**src/rtl/array_result_drain.sv**
```systemverilog
// Snapshots the 16 systolic-array accumulators a fixed number of cycles after start
// and streams them out as zero-extended 32-bit beats over valid/ready.
module array_result_drain #(
    parameter int RES_W   = 17,
    parameter int NUM_RES = 16,
    parameter int LATENCY = 10
) (
    input  logic                     clk,
    input  logic                     resetn,
    input  logic                     start,
    input  logic [NUM_RES*RES_W-1:0] c_in,
    output logic [31:0]              m_data,
    output logic [3:0]               m_index,
    output logic                     m_valid,
    input  logic                     m_ready,
    output logic                     m_last,
    output logic                     busy,
    output logic                     done,
    output logic                     overrun
);

    typedef enum logic [1:0] {
        ST_IDLE  = 2'd0,
        ST_WAIT  = 2'd1,
        ST_DRAIN = 2'd2
    } state_t;

    localparam logic [3:0] LAST_IDX = 4'(NUM_RES - 1);
    localparam logic [7:0] CNT_LOAD = 8'(LATENCY - 1);

    state_t           state_q, state_d;
    logic [7:0]       cnt_q, cnt_d;
    logic [3:0]       idx_q, idx_d;
    logic             done_q, done_d;
    logic             overrun_q, overrun_d;
    logic [RES_W-1:0] buf_q [NUM_RES];
    logic [RES_W-1:0] buf_d [NUM_RES];
    logic [RES_W-1:0] slice [NUM_RES];

    generate
        for (genvar gi = 0; gi < NUM_RES; gi++) begin : g_slice
            assign slice[gi] = c_in[gi*RES_W +: RES_W];
        end
    endgenerate

    always_comb begin
        state_d   = state_q;
        cnt_d     = cnt_q;
        idx_d     = idx_q;
        buf_d     = buf_q;
        done_d    = 1'b0;
        overrun_d = overrun_q;
        case (state_q)
            ST_IDLE: begin
                if (start) begin
                    state_d   = ST_WAIT;
                    cnt_d     = CNT_LOAD;
                    overrun_d = 1'b0;
                end
            end
            ST_WAIT: begin
                if (start) overrun_d = 1'b1;
                if (cnt_q == 8'd0) begin
                    // Whole-array capture in one edge; later c_in changes are irrelevant.
                    for (int i = 0; i < NUM_RES; i++) buf_d[i] = slice[i];
                    idx_d   = 4'd0;
                    state_d = ST_DRAIN;
                end else begin
                    cnt_d = cnt_q - 8'd1;
                end
            end
            ST_DRAIN: begin
                if (start) overrun_d = 1'b1;
                if (m_ready) begin
                    if (idx_q == LAST_IDX) begin
                        state_d = ST_IDLE;
                        done_d  = 1'b1;
                    end else begin
                        idx_d = idx_q + 4'd1;
                    end
                end
            end
            default: state_d = ST_IDLE;
        endcase
    end

    always_ff @(posedge clk or negedge resetn) begin
        if (!resetn) begin
            state_q   <= ST_IDLE;
            cnt_q     <= 8'd0;
            idx_q     <= 4'd0;
            done_q    <= 1'b0;
            overrun_q <= 1'b0;
            for (int i = 0; i < NUM_RES; i++) buf_q[i] <= '0;
        end else begin
            state_q   <= state_d;
            cnt_q     <= cnt_d;
            idx_q     <= idx_d;
            done_q    <= done_d;
            overrun_q <= overrun_d;
            buf_q     <= buf_d;
        end
    end

    // idx_q parks at 15 after a drain, so m_last is gated by valid.
    assign m_valid = (state_q == ST_DRAIN);
    assign m_data  = {{(32-RES_W){1'b0}}, buf_q[idx_q]};
    assign m_index = idx_q;
    assign m_last  = m_valid && (idx_q == LAST_IDX);
    assign busy    = (state_q != ST_IDLE);
    assign done    = done_q;
    assign overrun = overrun_q;

endmodule

```
**config.mk**
```make
export PLATFORM = sky130hd
export DESIGN_NAME = array_result_drain
export DESIGN_NICKNAME = d
export VERILOG_FILES = /design/src/rtl/array_result_drain.sv
export SDC_FILE = /design/constraint.sdc
export NUM_CORES = 1
export LEC_CHECK = 0
export BUFFER_PORTS_ARGS = -buffer_cell sky130_fd_sc_hd__clkbuf_2
export CAP_MARGIN = 25
export CELL_PAD_IN_SITES_DETAIL_PLACEMENT = 0
export CELL_PAD_IN_SITES_GLOBAL_PLACEMENT = 1
export CORE_ASPECT_RATIO = 2
export CORE_UTILIZATION = 42
export CTS_BUF_LIST = sky130_fd_sc_hd__clkbuf_4 sky130_fd_sc_hd__clkbuf_8
export DETAILED_ROUTE_END_ITERATION = 7
export MAX_ROUTING_LAYER = met4
export PLACE_DENSITY_LB_ADDON = 0.15
export SLEW_MARGIN = 20
export SYNTH_ARGS = -nofsm -noshare
export SYNTH_HDL_FRONTEND = slang
export SYNTH_SLANG_ARGS = --single-unit
```
**constraint.sdc**
```tcl
create_clock -name clk -period 2.1 [get_ports clk]
set_input_delay 0.42 -clock clk [delete_from_list [all_inputs] [get_ports clk]]
set_output_delay 0.42 -clock clk [all_outputs]
set_load 0.05 [all_outputs]
```
==> results.toml <==
[worst_setup_path]
critical_path_class = "reg2out"
crit_required_ps = 1680
cp-end-kind = "output pin"
crit_chain = "buf_6 -> buf_12 -> clkbuf_16 -> mux4_2 -> a22oi_2 -> nand2_4 -> buf_8"
critPathBufInv = 4
cpMaxStageDelayCell = "dfrtp_4"
worstPathArrival_ps = 2410
crit_cells = 7
slowest_delay_ps = 510
path_delay_family = "buffers and inverters"
critPathMaxFanout = 5
start_kind = "flop"
reg2reg_depth = 8

[global_routing]
grt_pass1_vias = 11820
grt_usage = 0.3080
grt.overflow.total = 0
grt_pass1_wl_um = 70000
grt_max_degree = 89
antenna_found_initial = 1

[pwr]
p_sw_mw = 9.951
cellLeakagePower_nw = 8.654
netSwitchingFraction = 0.3941
pwr-share-seq = 0.437
vdd_drop_max_mv = 0.7133
pwr-share-clk = 0.180
power_frac_comb = 0.383
p_int_mw = 15.30
p_per_area_mw_per_mm2 = 1466

[status]
violations = "setup timing"
outcome = "finished with violations"

[floorplan]
dieHeight_um = 255.4
rows = 92
core_mm2 = 0.03154
die_x_um = 128.7
start_util = 0.4275
dieArea_mm2 = 0.03287
ios = 317

[logic_synthesis]
synth-async-reset-ratio = 1.000
yosys_warnings = 0
syn_inst = 1417
ys_ff_latch = 288
synth_ff_type = "dfrtp_1"
ys_seq_area_frac = 0.5345
synth.cell_area_mm2 = 0.01348
ys_types = 48
synth_area_per_cell_um2 = 9.516
synth-edff-count = 0

[sta]
setup_viol = 19
max_freq_mhz = 353.0
rsz0062_at_grt = "true"
period_share = 1.349
slew-limit-headroom = 0.5135
finalSetupTns_ps = -12130
hold_viol_final = 0
fin_crit_ps = 2833
tightest_slew_ps = 728.0
whs_ps = 31.95
drv_slew = 0
clock_skew_ps = 25.91
fin_ws_ps = -732.7

[clock_network]
h-tree-depth = 2
clk_latency_ps = 580
clkTransAtPathRegs_ps = 60
cts_buffer_depth = 3
clock-root-buffer = "clkbuf_8"
clkSinkCount = 288
numCtsBuffers = 41
cts_tree = "done"

[place]
gp_congestion = 0.9967
dp_hpwl_um = 36990
io_buffers = 301

[routing]
wirelength_um = 47770
drt_iter0_markers = 606
num_vias = 11080
wl_per_cell_um = 21.80
dr.pass1.iters = 5
routed_via_density = 5.055
drc_errors = 0
drtAntennaViolNets = 0

[worst_hold_path]
whs_path_depth = 3
hp-class = "in2reg"

[job]
maxCapViolCount = 0

[finish]
drive_above_1_share = 0.3271
area_growth_pct = 27.72
fillCellCount = 2981
layout.nets = 2030
-- per-stage QoR --
step	power [mW]	cell area [um^2]	instances	utilization	setup WS, ps
global placement	19.71	15940	2113	0.5053	-147.1
finish	25.25	17220	2191	0.5460	-732.7
global route	26.66	17220	2191	0.5460	-781.9
CTS	24.97	16970	2182	0.5381	-757.7
floorplan	16.31	13980	1431	-	-75.78
detailed placement	19.90	15940	2113	0.5053	-171.1
-- cell usage after synthesis, drive strengths merged (7+ instances only) --
master	number	area (um^2)
dfrtp	288	7207
mux4	68	1531
nand2	840	3153
ha	7	87.58
nor2	13	65.06
clkbuf	27	101.4
a21oi	7	35.03
inv	8	30.03
a22oi	34	255.2
buf	72	603.1
-- worst min-delay path, stage by stage --
cell	delay (ps)
clkbuf_2	70
nand2_1	40
nand2_1	50
-- routing by layer --
layer / global-route usage / vias to the layer above / part of all wire / wire length (um)
met5: - / - / 0 / 0
met4: 0.2408 / 0 / 0.095 / 4528
met2: 0.5447 / 432 / 0.54 / 25870
met3: 0.03287 / 162 / 0.044 / 2100
li1: - / 5201 / - / -
met1: 0.2998 / 5280 / 0.32 / 15270
-- what timing repair did --
item                                   in CTS  in global routing
hold buffers                                1                  0
endpoints found under the hold margin      36                  0
setup endpoints to repair                  20                 42
gates cloned                                1                  6
setup buffers                               4                  3
pin swaps                                   7                 15
gates resized for setup                    42                 36
-- state kept, by name, summed over array words and instances (netlist names) --
name and flops:
m_index 4, buf_q 272, overrun 1, done 1, cnt_q 8, state_q 2
-- final cells by class --
cell class,count,area [um^2],share of cell area
sequential,288,7217,0.4191
multi-input combinational,1036,5976,0.3470
timing repair buffer,372,2671,0.1551
clock buffer,56,708.2,0.04112
tap,423,529.3,0.03073
clock inverter,7,87.58,0.005086
inverter,8,30.03,0.001744
antenna,1,2.502,0.0001453
-- cell usage in the layout (no fill, tap or decap), types with 2 or more instances in the layout --
cell type	synthesis	layout
clkbuf_8	0	47
nor2_1	12	8
nand2b_1	3	3
clkbuf_16	0	5
dfrtp_1	288	284
nor2_4	0	3
nor3_1	2	2
buf_12	2	23
ha_1	7	4
dfrtp_4	0	2
nand2_1	840	822
nand4_1	3	3
conb_1	1	15
clkinv_2	0	4
buf_6	28	8
nand3_1	4	4
a22oi_2	0	34
ha_4	0	2
buf_4	15	34
clkbuf_2	0	279
mux2i_1	4	4
or3_1	3	3
buf_8	0	19
inv_1	8	8
dfrtp_2	0	2
o21ai_0	4	4
a31o_2	3	3
clkbuf_4	0	11
a21oi_1	7	7
nand2_4	0	18
bufinv_16	0	2
mux4_2	68	68
-- path summary, 6_finish.rpt --
kind | startpoint | endpoint | slack (ps)
setup / recovery | m_index[0] | m_data[1] | -730
hold reg to reg | buf_q[150] | buf_q[150] | 470
hold / removal | c_in[158] | buf_q[107] | 30
min in group asynchronous | resetn | buf_q[2] | 360
max in group asynchronous | resetn | buf_q[46] | 1070
setup reg to reg | state_q[1] | buf_q[150] | 90
-- kinds of logic after synthesis --
logic type               Yosys count  share of synthesized area
flip-flops                       288                     0.5345
AO/OA/AOI/OAI                     59                    0.03211
AND/OR/NAND/NOR                  880                     0.2533
multiplexers                      74                     0.1182
other                              1                  0.0002781
adder cells (fa/ha/maj)            7                   0.006495
buffers and inverters            107                    0.05447
XOR/XNOR                           1                  0.0006497
-- power by group through the flow --
stage                     clock network, mW  registers (mW)  logic (mW)
final                                  4.55            11.0        9.67
after global routing                   4.84            11.2        10.7
after CTS                              4.65            11.0        9.31
after detailed placement                  0            11.1        8.80
after global placement                    0            11.1        8.58
after floorplan                           0            9.46        6.85
Power figures use the tool's default switching activity.
